`src/rtl/dac_spi_serializer_pkg.sv`:
```
// Shared types and frame layout for the dual-channel DAC serializer.
// Frame word (MSB first): {ch, 0, GA_N, SHDN_N, code[7:0], 4'b0000}.
package dandy_pkg;

  localparam int DATA_W   = 8;
  localparam int FRAME_W  = 16;
  localparam int CH_BIT   = 15;
  localparam int GA_BIT   = 13;
  localparam int SHDN_BIT = 12;
  localparam int DATA_LSB = 4;

  typedef enum logic [2:0] {
    IDLE,
    CS_SETUP,
    SHIFT,
    GAP,
    LDAC,
    DONE
  } state_t;

  function automatic logic [FRAME_W-1:0] build_word(input logic ch,
                                                    input logic shdn_n,
                                                    input logic [DATA_W-1:0] code);
    logic [FRAME_W-1:0] w;
    w                     = '0;
    w[CH_BIT]             = ch;
    w[GA_BIT]             = 1'b1;
    w[SHDN_BIT]           = shdn_n;
    w[DATA_LSB +: DATA_W] = code;
    return w;
  endfunction

endpackage

```
`src/rtl/dac_spi_serializer_if.sv`:
```
// Request side (codes, enable, valid) and SPI/status side of the serializer.
// master = the requesting stage, slave = the serializer itself.
interface dac_spi_serializer_if;
  import dandy_pkg::*;

  logic              sample_valid;
  logic [DATA_W-1:0] xdac;
  logic [DATA_W-1:0] ydac;
  logic              dac_en;
  logic              busy;
  logic              frame_done;
  logic              spi_sclk;
  logic              spi_mosi;
  logic              spi_cs_n;
  logic              ldac_n;

  modport master (
    output sample_valid, xdac, ydac, dac_en,
    input  busy, frame_done, spi_sclk, spi_mosi, spi_cs_n, ldac_n
  );

  modport slave (
    input  sample_valid, xdac, ydac, dac_en,
    output busy, frame_done, spi_sclk, spi_mosi, spi_cs_n, ldac_n
  );

endinterface

```
`src/rtl/dac_spi_serializer_tick_gen.sv`:
```
// Free-running CLK_DIV divider; tick is high for one cycle every CLK_DIV cycles.
// clear restarts the count so the first tick lands exactly CLK_DIV cycles later.
module spi_tick_gen #(
  parameter int CLK_DIV = 2
) (
  input  logic clk,
  input  logic clear,
  output logic tick
);

  localparam int CW = (CLK_DIV > 1) ? $clog2(CLK_DIV) : 1;
  localparam logic [CW-1:0] LAST = CW'(CLK_DIV - 1);

  logic [CW-1:0] cnt;

  assign tick = (cnt == LAST);

  always_ff @(posedge clk) begin
    if (clear || tick) begin
      cnt <= '0;
    end else begin
      cnt <= cnt + 1'b1;
    end
  end

endmodule

```
`src/rtl/dac_spi_serializer.sv`:
```
// Latches X/Y codes on request and sends two SPI mode-0 frames then an LDAC strobe;
// request to frame_done is 69*CLK_DIV+1 cycles, requests are ignored while busy.
module dac_spi_serializer
  import dandy_pkg::*;
#(
  parameter int CLK_DIV = 2
) (
  input  logic                 clk,
  input  logic                 rst_n,
  dac_spi_serializer_if.slave  bus
);

  state_t             state;
  logic               ch;
  logic [4:0]         hcnt;
  logic [FRAME_W-1:0] shreg;
  logic [DATA_W-1:0]  y_code;
  logic               en_q;
  logic               tick;
  logic               accept;
  logic [FRAME_W-1:0] word_a;
  logic [FRAME_W-1:0] word_b;

  logic sclk_q, mosi_q, cs_n_q, ldac_n_q, busy_q, done_q;

  assign accept = (state == IDLE) && bus.sample_valid;
  assign word_a = build_word(1'b0, bus.dac_en, bus.xdac);
  assign word_b = build_word(1'b1, en_q, y_code);

  spi_tick_gen #(.CLK_DIV(CLK_DIV)) u_tick (
    .clk   (clk),
    .clear (~rst_n | accept),
    .tick  (tick)
  );

  always_ff @(posedge clk) begin
    if (!rst_n) begin
      state    <= IDLE;
      ch       <= 1'b0;
      hcnt     <= '0;
      shreg    <= '0;
      y_code   <= '0;
      en_q     <= 1'b0;
      sclk_q   <= 1'b0;
      mosi_q   <= 1'b0;
      cs_n_q   <= 1'b1;
      ldac_n_q <= 1'b1;
      busy_q   <= 1'b0;
      done_q   <= 1'b0;
    end else begin
      case (state)
        IDLE: begin
          if (bus.sample_valid) begin
            shreg  <= word_a;
            mosi_q <= word_a[FRAME_W-1];
            y_code <= bus.ydac;
            en_q   <= bus.dac_en;
            ch     <= 1'b0;
            cs_n_q <= 1'b0;
            busy_q <= 1'b1;
            state  <= CS_SETUP;
          end
        end
        CS_SETUP: begin
          if (tick) begin
            sclk_q <= 1'b1;
            hcnt   <= '0;
            state  <= SHIFT;
          end
        end
        SHIFT: begin
          // Even half-bits are the high phase; the final low half is the CS hold.
          if (tick) begin
            hcnt <= hcnt + 5'd1;
            if (!hcnt[0]) begin
              sclk_q <= 1'b0;
              shreg  <= {shreg[FRAME_W-2:0], 1'b0};
              mosi_q <= shreg[FRAME_W-2];
            end else if (hcnt == 5'd31) begin
              cs_n_q <= 1'b1;
              mosi_q <= 1'b0;
              state  <= GAP;
            end else begin
              sclk_q <= 1'b1;
            end
          end
        end
        GAP: begin
          if (tick) begin
            if (!ch) begin
              ch     <= 1'b1;
              shreg  <= word_b;
              mosi_q <= word_b[FRAME_W-1];
              cs_n_q <= 1'b0;
              state  <= CS_SETUP;
            end else begin
              ldac_n_q <= 1'b0;
              state    <= LDAC;
            end
          end
        end
        LDAC: begin
          if (tick) begin
            ldac_n_q <= 1'b1;
            done_q   <= 1'b1;
            state    <= DONE;
          end
        end
        DONE: begin
          done_q <= 1'b0;
          busy_q <= 1'b0;
          state  <= IDLE;
        end
        default: state <= IDLE;
      endcase
    end
  end

  assign bus.spi_sclk   = sclk_q;
  assign bus.spi_mosi   = mosi_q;
  assign bus.spi_cs_n   = cs_n_q;
  assign bus.ldac_n     = ldac_n_q;
  assign bus.busy       = busy_q;
  assign bus.frame_done = done_q;

endmodule

```
`src/flat_wrapper.sv`:
```
// flat-port wrapper written by rule: the top's interface ports become plain ports
module dac_spi_serializer_flat import dandy_pkg::*;
#(
  parameter int CLK_DIV = 2
)
  (clk, rst_n, bus_sample_valid, bus_xdac, bus_ydac, bus_dac_en, bus_busy, bus_frame_done, bus_spi_sclk, bus_spi_mosi, bus_spi_cs_n, bus_ldac_n);
  dac_spi_serializer_if bus_i ();
  input  logic clk;
  input  logic rst_n;
  input wire logic [$bits(bus_i.sample_valid)-1:0] bus_sample_valid;
  input wire logic [$bits(bus_i.xdac)-1:0] bus_xdac;
  input wire logic [$bits(bus_i.ydac)-1:0] bus_ydac;
  input wire logic [$bits(bus_i.dac_en)-1:0] bus_dac_en;
  output wire logic [$bits(bus_i.busy)-1:0] bus_busy;
  output wire logic [$bits(bus_i.frame_done)-1:0] bus_frame_done;
  output wire logic [$bits(bus_i.spi_sclk)-1:0] bus_spi_sclk;
  output wire logic [$bits(bus_i.spi_mosi)-1:0] bus_spi_mosi;
  output wire logic [$bits(bus_i.spi_cs_n)-1:0] bus_spi_cs_n;
  output wire logic [$bits(bus_i.ldac_n)-1:0] bus_ldac_n;
  assign bus_i.sample_valid = bus_sample_valid;
  assign bus_i.xdac = bus_xdac;
  assign bus_i.ydac = bus_ydac;
  assign bus_i.dac_en = bus_dac_en;
  assign bus_busy = bus_i.busy;
  assign bus_frame_done = bus_i.frame_done;
  assign bus_spi_sclk = bus_i.spi_sclk;
  assign bus_spi_mosi = bus_i.spi_mosi;
  assign bus_spi_cs_n = bus_i.spi_cs_n;
  assign bus_ldac_n = bus_i.ldac_n;
  dac_spi_serializer #(.CLK_DIV(CLK_DIV)) u_core (.clk(clk), .rst_n(rst_n), .bus(bus_i));
endmodule
```
`config.mk`:
```
export PLATFORM = sky130hd
export DESIGN_NAME = dac_spi_serializer_flat
export DESIGN_NICKNAME = d
export VERILOG_FILES = /design/src/rtl/dac_spi_serializer_pkg.sv /design/src/rtl/dac_spi_serializer_if.sv /design/src/rtl/dac_spi_serializer_tick_gen.sv /design/src/rtl/dac_spi_serializer.sv /design/src/flat_wrapper.sv
export SDC_FILE = /design/constraint.sdc
export NUM_CORES = 1
export LEC_CHECK = 0
export ABC_AREA = 1
export CORE_MARGIN = 4
export CORE_UTILIZATION = 48
export DETAILED_ROUTE_END_ITERATION = 16
export PLACE_DENSITY = 0.73
export SYNTH_ARGS = -nofsm -noshare
export SYNTH_HDL_FRONTEND = slang
export SYNTH_SLANG_ARGS = --single-unit
export TNS_END_PERCENT = 20
```
`constraint.sdc`:
```
create_clock -name clk -period 1.5 [get_ports clk]
set_input_delay 0.375 -clock clk [delete_from_list [all_inputs] [get_ports clk]]
set_output_delay 0.375 -clock clk [all_outputs]
set_load 0.01 [all_outputs]
```
==> metrics.cfg, run 1 <==
[yosys]
synth.mux.area_fraction = 0
synthesis.area_um2 = 1780
synth_nets = 305
synth-adder-area-share = 0.0141
synth_top_family_by_area = simple AND/OR/NAND/NOR gates
synth_compound_area_frac = 0.0985
synthSimpleGateAreaFrac = 0.377
synth.avg_cell_area_um2 = 6.28
synth_top_area_cell = dfxtp_1
synth_cells = 283
synthTopCellsByArea = dfxtp_1, nand2_1, nor2_1, nand3_1, inv_1
ys_types = 17
synth_xor_area_frac = 0
netlist.area_leader.share = 0.405
yosysSeqAreaShare = 0.405
yosys_warnings = 0
synth_seq_cells = 36

[clock_network]
cts_tree = done
clk_pin_slew_ns = 0.07
clockBufferDepth = 2
htree_levels = 2
cts_hold_buffers = 0
cts_made_buffers = 5
clock_sinks = 36
cts_root_buffer = clkbuf_8
worstSkewPairLatency_ns = 0.29

[global_route]
grt_pass1_vias = 1503
track_usage = 0.182
grt_pass1_wl_um = 6430
antenna_found_initial = 0
grt_max_degree = 32
grt_overflow = 0

[sta]
slew_headroom = 0.766
report.final.slew_viol_count = 0
setup_slack_ns = 0.0549
finalHoldViolCount = 0
finClkSkew_ns = 0.00410
fmax_ghz = 0.692
min_period_ns = 1.45
setup_violations = 0
rsz0062_at_grt = yes
tightest_slew_ns = 0.348
whs_ns = 0.443
finalCritPeriodShare = 0.963

[setup_path]
cp.arrival_ns = 1.62
cp_cell_sequence = ha_4, nand2_4, nor2_4, ha_4, a21oi_2, nor2_2, buf_4, nand2_2, nand2_1, nand3_1
required_ns = 1.68
start_kind = register
critPathMaxFanout = 2
worstSetupPathType = reg -> reg
cp_top_family = simple AND/OR/NAND/NOR gates
worst_setup_path_end_kind = register
crit_path_top_delay_cell = dfxtp_2
max_stage_delay_ns = 0.35
worst-path-buf-inv = 1
cp_common_cell = ha_4

[route]
wirelength_um = 3980
vias = 1788
top_layer_used = met4
antenna_left = 0
drt-met1-wl_um = 1860
drcViolationCount = 0
drtIter0Drc = 121
dr_wl_met3_um = 218
vias_per_cell = 4.90
met2WireLength_um = 1850
wl_per_cell_um = 10.9
first_pass_iters = 4

[final_layout]
antenna_cells = 0
final_util = 0.672
synthToLayoutAreaGrowth_pct = 31.2
fin_nets = 341
drive_gt1_frac = 0.160
fin_area_um2 = 2330

[run_status]
status = finished clean

[die]
ioPinCount = 26
dieArea_um2 = 4740
core_area_um2 = 3470
fp.dieH_um = 68.9
rows = 21
die_x_um = 68.9
start_util = 0.513

[place]
dp_slack_ns = -0.250
placed_area_um2 = 2140
numPortBuffers = 25
dp_hpwl_um = 2700
place_congestion = 0.874

[pwr]
irDropWorstVdd_mv = 0.748
leakage_nw = 1.08
p_per_area_nw_per_um2 = 1560
total_power_w = 0.00364

[flow_run]
drv_cap = 0

[min_path]
min_path_type = reg -> reg

==> flip-flops by register name (all words and copies together), names as in the netlist <==
name	count
u_core.shreg	11
u_core.y_code	8
u_core.hcnt	5
u_core.state	3
u_core.bus.busy	1
u_core.bus.frame_done	1
u_core.bus.ldac_n	1
u_core.bus.spi_cs_n	1
u_core.bus.spi_mosi	1
u_core.bus.spi_sclk	1
u_core.ch	1
u_core.en_q	1
u_core.u_tick.tick	1
==> per-layer routing <==
metal  up-vias  track usage
met1       786        0.238
met4         0       0.0730
met5         -            0
li1        948            -
met2        49        0.283
met3         5       0.0486
==> where the power goes <==
group	switching, W	internal (W)	leakage, nW
Clock	0.000327	0.000409	0.0503
Sequential	0.000153	0.00121	0.299
Combinational	0.000926	0.000618	0.733
Total	0.00141	0.00224	1.08
==> worst register-to-register path: stages (launching register included) <==
cell,delay (ns)
dfxtp_2,0.35
ha_4,0.15
nand2_4,0.05
nor2_4,0.13
ha_4,0.15
a21oi_2,0.05
nor2_2,0.14
buf_4,0.13
nand2_2,0.05
nand2_1,0.07
nand3_1,0.06
==> synthesized netlist by cell type <==
| cell type | n |
|---|---|
| inv_2 | 7 |
| nand3_2 | 2 |
| inv_1 | 29 |
| nand2_1 | 73 |
| buf_4 | 1 |
| nand3_1 | 28 |
| nor2_2 | 3 |
| ha_1 | 2 |
| nor2_1 | 56 |
| buf_1 | 2 |
| a21oi_1 | 20 |
| o21ai_0 | 14 |
| o21ai_1 | 1 |
| clkbuf_1 | 3 |
| buf_2 | 5 |
| nand3b_1 | 1 |
| dfxtp_1 | 36 |
==> cells by family (layout without fill, tap and decap cells) <==
family	Yosys count	in the layout
AOI/OAI and AO/OA	35	35
adders and majority gates	2	2
and+or+nand+nor	163	163
DFF	36	36
buffers and inverters	47	83
==> final timing paths <==
kind                  start                   to  slack, ns  depth (start not counted)
max          u_core.hcnt[1]  u_core.bus.spi_cs_n       0.05                         10
min             u_core.en_q          u_core.en_q       0.44                          2
max reg2reg  u_core.hcnt[1]  u_core.bus.spi_cs_n       0.05                         10
min reg2reg     u_core.en_q          u_core.en_q       0.44                          2
==> cells in the final DEF (no fill, tap or decap), types with 2 or more instances in the layout <==
master            n
inv_2             8
dfxtp_2           5
clkdlybuf4s50_1  18
clkbuf_8          7
a21oi_1          19
nand3_2           3
nand2_2           2
buf_4            13
o21ai_0          14
nor2_4            3
inv_1            28
nand3_1          27
nand2_1          70
nor2_2            4
dlygate4sd2_1     6
ha_4              2
nor2_1           52
dfxtp_1          31
==> layout make-up <==
| class | count | area, µm² |
|---|---|---|
| well taps | 46 | 57.6 |
| clock buffers | 7 | 96.3 |
| inverters | 36 | 135 |
| repair buffers | 40 | 374 |
| flip-flops and latches | 36 | 727 |
| fillers | 324 | 1140 |
| multi-input cells | 200 | 942 |
==> metrics by stage <==
stage	TNS, ns	instances
3_3_place_gp	-2.41	355
3_5_place_dp	-3.13	355
4_1_cts	0	362
6_report	0	365
5_1_grt	-0.131	365
2_1_floorplan	0	283
==> timing repair <==
item,in CTS,in global routing
cloned,0,1
setup buffers,0,2
pin swaps,0,10
gates resized for setup,7,26
endpoints found under the setup margin,8,15
No activity file was read; power rests on OpenSTA's default activity.
==> run 2, diff against run 1 <==
--- a/config.mk
+++ b/config.mk
@@ -6,7 +6,6 @@
 export NUM_CORES = 1
 export LEC_CHECK = 0
 export ABC_AREA = 1
-export CORE_MARGIN = 4
 export CORE_UTILIZATION = 48
 export DETAILED_ROUTE_END_ITERATION = 16
 export PLACE_DENSITY = 0.73
==> run 2 against run 1 <==
  * Total power shrank 1.0%
  * Sequential share of layout area grew 0.29 points
  * Cell count increased by 0.82%
  * Core utilization hardly changed
  * Worst hold slack lost 0.00065 ns
  * Global-route usage rose by 3.7 points
  * Largest cell class unchanged
==> metrics.cfg, run 2 (synthesized netlist as in run 1, its figures left out) <==
[die]
fp.dieH_um = 62.9
ioPinCount = 26
core_area_um2 = 3440
dieArea_um2 = 3950
start_util = 0.517
die_x_um = 62.9
rows = 21

[route]
wirelength_um = 3910
drtIter0Drc = 78
vias = 1767
wl_per_cell_um = 10.6
antenna_left = 0
drcViolationCount = 0
vias_per_cell = 4.80
first_pass_iters = 5

[global_route]
antenna_found_initial = 0
grt_pass1_vias = 1597
grt_use_met2 = 0.344
grt_util_met3 = 0.0602
grt_overflow = 0
grt_pass1_wl_um = 6920
track_usage = 0.219
grt-busiest-layer = met2
grt_max_degree = 24
met1_usage = 0.295

[final_layout]
register_area_um2 = 728
fin_area_um2 = 2310
largest_reg_flops = 11
fillCellCount = 323
fin_nets = 343
finalNonFillerCells = 368
synthToLayoutAreaGrowth_pct = 30.2
final_cell_mix = nand2_1, nor2_1, dfxtp_1
multiInputGateArea_um2 = 936
mostFrequentLayoutCell = nand2_1
drive_gt1_frac = 0.161
final_util = 0.672
largestRegisters = u_core.shreg x11, u_core.y_code x8, u_core.hcnt x5
antenna_cells = 0
top_register = u_core.shreg

[place]
dp_hpwl_um = 2700
place_congestion = 0.829
numPortBuffers = 25
placedCellCount = 356
dp_slack_ns = -0.258
placed_area_um2 = 2130

[clock_network]
clockBufferDepth = 2
htree_levels = 2
clk_pin_slew_ns = 0.07
cts_root_buffer = clkbuf_8
worstSkewPairLatency_ns = 0.28
cts_tree = done
clock_sinks = 36
cts_made_buffers = 5

[min_path]
hold_path_end = u_core.bus.spi_sclk
min_from = u_core.bus.spi_sclk
hold_depth = 2
min_path_type = reg -> reg

[setup_path]
worst_r2r_startpoint = u_core.hcnt[1]
start_kind = register
required_ns = 1.67
r2r_cells = 10
rrSetupSlack_ns = 0.03
cp.arrival_ns = 1.64
critPathMaxFanout = 2
worst_setup_path_end_kind = register
worstSetupPathType = reg -> reg
r2r_end = u_core.bus.spi_cs_n

[sta]
setup_slack_ns = 0.0258
fmax_ghz = 0.678
finalHoldViolCount = 0
min_period_ns = 1.47
finalCritPeriodShare = 0.983
tightest_slew_ns = 0.358
finClkSkew_ns = 0.00514
setup_violations = 0
slew_headroom = 0.759
report.final.slew_viol_count = 0
rsz0062_at_grt = yes
whs_ns = 0.442

[pwr]
p_per_area_nw_per_um2 = 1560
irDropWorstVdd_mv = 1.13
leakage_nw = 1.07

[run_status]
status = finished clean

[flow_run]
drv_cap = 0

-- run 2: worst max-delay path, cell delays in order, from the launching register on --
cell,delay [ns]
dfxtp_2,0.35
ha_4,0.15
nand2_4,0.06
nor2_4,0.10
ha_2,0.19
a21oi_1,0.08
nor2_2,0.14
buf_4,0.13
nand2_1,0.05
nand2_1,0.06
nand3_1,0.05
-- run 2: report_power, final --
part | leakage (nW) | total, W | switching (W) | internal [W]
clock | 0.0455 | 0.000697 | 0.000322 | 0.000374
combinational | 0.727 | 0.00154 | 0.000928 | 0.000611
sequential | 0.298 | 0.00137 | 0.000156 | 0.00122
total | 1.07 | 0.00361 | 0.00141 | 0.00220
-- run 2: stage by stage --
step,setup TNS [ns],power [W]
after CTS,-0.0229,0.00353
after global routing,-0.154,0.00395
after floorplan,0,0.00242
after global placement,-2.37,0.00282
after detailed placement,-2.61,0.00284
final,0,0.00361
-- run 2: final cells by class --
class / count / share of cell area
Multi-Input combinational cell: 200 / 0.404
Clock buffer: 8 / 0.0389
Tap cell: 46 / 0.0249
Inverter: 36 / 0.0584
Timing Repair Buffer: 42 / 0.159
Sequential cell: 36 / 0.315
-- run 2: how the worst max path moves through the flow --
stage	from	end	slack (ns)	cells past startpoint
2_1_floorplan	u_core.hcnt[0]	u_core.state[0]	0.09	9
3_3_place_gp	bus_sample_valid	u_core.state[0]	-0.21	8
3_5_place_dp	bus_sample_valid	u_core.state[0]	-0.26	8
4_1_cts	u_core.hcnt[0]	u_core.state[0]	-0.02	9
5_1_grt	u_core.hcnt[1]	u_core.state[0]	-0.06	9
6_report	u_core.hcnt[1]	u_core.bus.spi_cs_n	0.03	10
-- run 2: timing repair --
| item | in CTS | in global routing |
|---|---|---|
| resized for setup | 7 | 23 |
| endpoints found under the hold margin | 0 | 0 |
| buffers inserted | 0 | 3 |
| endpoints found under the setup margin | 8 | 18 |
| hold buffers | 0 | 0 |
| pin swaps | 0 | 9 |
| cloned | 0 | 1 |
-- run 2: metal layers --
layer,vias to the layer above,wire length [µm]
met4,0,57
met3,7,109
met2,33,1800
met5,-,0
li1,952,-
met1,775,1940
==> run 3, diff against run 2 <==
--- a/config.mk
+++ b/config.mk
@@ -6,9 +6,13 @@
 export NUM_CORES = 1
 export LEC_CHECK = 0
 export ABC_AREA = 1
-export CORE_UTILIZATION = 48
+export ABC_CLOCK_PERIOD_IN_PS = 1500
+export CELL_PAD_IN_SITES_DETAIL_PLACEMENT = 2
+export CELL_PAD_IN_SITES_GLOBAL_PLACEMENT = 2
+export CORE_MARGIN = 4
+export CORE_UTILIZATION = 25
 export DETAILED_ROUTE_END_ITERATION = 16
-export PLACE_DENSITY = 0.73
+export PLACE_DENSITY = 0.71
 export SYNTH_ARGS = -nofsm -noshare
 export SYNTH_HDL_FRONTEND = slang
 export SYNTH_SLANG_ARGS = --single-unit
==> run 3 against run 2 <==
  * Die area rose by 120%
  * Non-clock buffer count up 2
  * Critical path type unchanged
  * Total power grew 5.5%
==> metrics.cfg, run 3 (synthesized netlist as in run 1, its figures left out) <==
[run_status]
status = finished clean

[die]
core_area_um2 = 6870
rows = 30
start_util = 0.259
dieArea_um2 = 8520
die_x_um = 92.3
fp.dieH_um = 92.3
ioPinCount = 26

[clock_network]
cts_hold_buffers = 0
cts_root_buffer = clkbuf_8
cts_tree = done
worstSkewPairLatency_ns = 0.29
cts_made_buffers = 5
clock_sinks = 36
htree_levels = 2
clk_pin_slew_ns = 0.07
clockBufferDepth = 2

[setup_path]
endpoint = u_core.bus.spi_mosi
crit_start = u_core.hcnt[1]
r2r_cells = 11
start_kind = register
required_ns = 1.69
cp.arrival_ns = 1.64
worst_setup_path_end_kind = register
r2r_end = u_core.bus.spi_mosi
worstSetupPathType = reg -> reg
critPathMaxFanout = 2
worst_r2r_startpoint = u_core.hcnt[1]
rrSetupSlack_ns = 0.05

[sta]
finClkSkew_ns = 0.00679
min_period_ns = 1.45
tns_ns = 0
fmax_ghz = 0.689
slew_headroom = 0.733
finalCritPeriodShare = 0.967
finalHoldViolCount = 0
report.final.slew_viol_count = 0
rsz0062_at_grt = yes
setup_violations = 0
tightest_slew_ns = 0.396

[final_layout]
final_util = 0.356
mostFrequentLayoutCell = nand2_1
final_cell_mix = nand2_1, nor2_1, dfxtp_1
fin_nets = 345
largestRegisters = u_core.shreg x11, u_core.y_code x8, u_core.hcnt x5
synthToLayoutAreaGrowth_pct = 37.4
finalNonFillerCells = 419
top_register = u_core.shreg
drive_gt1_frac = 0.173
largest_reg_flops = 11
fillCellCount = 823
antenna_cells = 0

[route]
vias_per_cell = 4.41
wl_per_cell_um = 13.3
drcViolationCount = 0
first_pass_iters = 4
wirelength_um = 5590
antenna_left = 0
drtIter0Drc = 36
vias = 1847

[pwr]
p_per_area_nw_per_um2 = 1560
total_power_w = 0.00380
leakage_nw = 1.09
irDropWorstVdd_mv = 0.407

[place]
placedCellCount = 410
dp_hpwl_um = 4100
place_congestion = 0.723
numPortBuffers = 25

[global_route]
antenna_found_initial = 0
grt_pass1_wl_um = 9180
grt_pass1_vias = 1995
grt_max_degree = 30
grt_overflow = 0
track_usage = 0.132

[min_path]
min_path_type = reg -> reg

[flow_run]
drv_cap = 0

-- run 3: final cells by class --
class / count / area [µm²] / area share
flip-flops and latches: 36 / 726 / 0.297
multi-input cells: 200 / 967 / 0.396
well taps: 96 / 120 / 0.0492
repair buffers: 44 / 418 / 0.171
inverters: 36 / 135 / 0.0553
clock inverters: 1 / 5.00 / 0.00205
clock buffers: 6 / 72.6 / 0.0297
-- run 3: worst min path at each step --
stage,depth (start not counted),slack [ns],to,from
final,2,0.45,u_core.y_code[2],u_core.y_code[2]
after global routing,2,0.48,u_core.y_code[4],u_core.y_code[4]
after CTS,2,0.45,u_core.y_code[7],u_core.y_code[7]
after detailed placement,2,0.44,u_core.y_code[7],u_core.y_code[7]
after global placement,2,0.43,u_core.y_code[6],u_core.y_code[6]
after floorplan,2,0.42,u_core.en_q,u_core.en_q
-- run 3: worst max-delay path, cell delays in order, from the launching register on --
cell and delay [ns]:
dfxtp_2 0.36, ha_4 0.15, nand2_4 0.06, nor2_4 0.10
ha_4 0.15, inv_1 0.07, nand3_2 0.09, nor2_2 0.04
nor2_2 0.11, nand3_1 0.08, nand2_1 0.08, nor2_1 0.04
-- run 3: metrics by stage --
step	instance area (µm²)	setup slack [ns]	hold slack, ns
after floorplan	1780	0.0941	0.424
after global placement	2250	-0.324	0.431
after detailed placement	2250	-0.388	0.438
after CTS	2360	-0.0386	0.449
after global routing	2440	-0.0756	0.477
final	2440	0.0495	0.446
-- run 3: power breakdown --
group	switching, W	leakage [nW]	internal, W
Combinational	0.00107	0.754	0.000718
Sequential	0.000153	0.298	0.00121
Clock	0.000340	0.0410	0.000316
Total	0.00156	1.09	0.00224
-- run 3: metal layers --
| metal | global-route usage | vias up | wire [µm] |
|---|---|---|---|
| li1 | - | 952 | - |
| met1 | 0.168 | 869 | 2680 |
| met2 | 0.224 | 21 | 2720 |
| met3 | 0.0219 | 5 | 122 |
| met4 | 0.0446 | 0 | 66 |
| met5 | 0 | - | 0 |
-- run 3: repair_timing --
| item | 4_1_cts | 5_1_grt |
|---|---|---|
| buffers inserted | 1 | 0 |
| cloned | 0 | 1 |
| setup endpoints to repair | 10 | 16 |
| pin swaps | 4 | 8 |
| resized for setup | 16 | 20 |
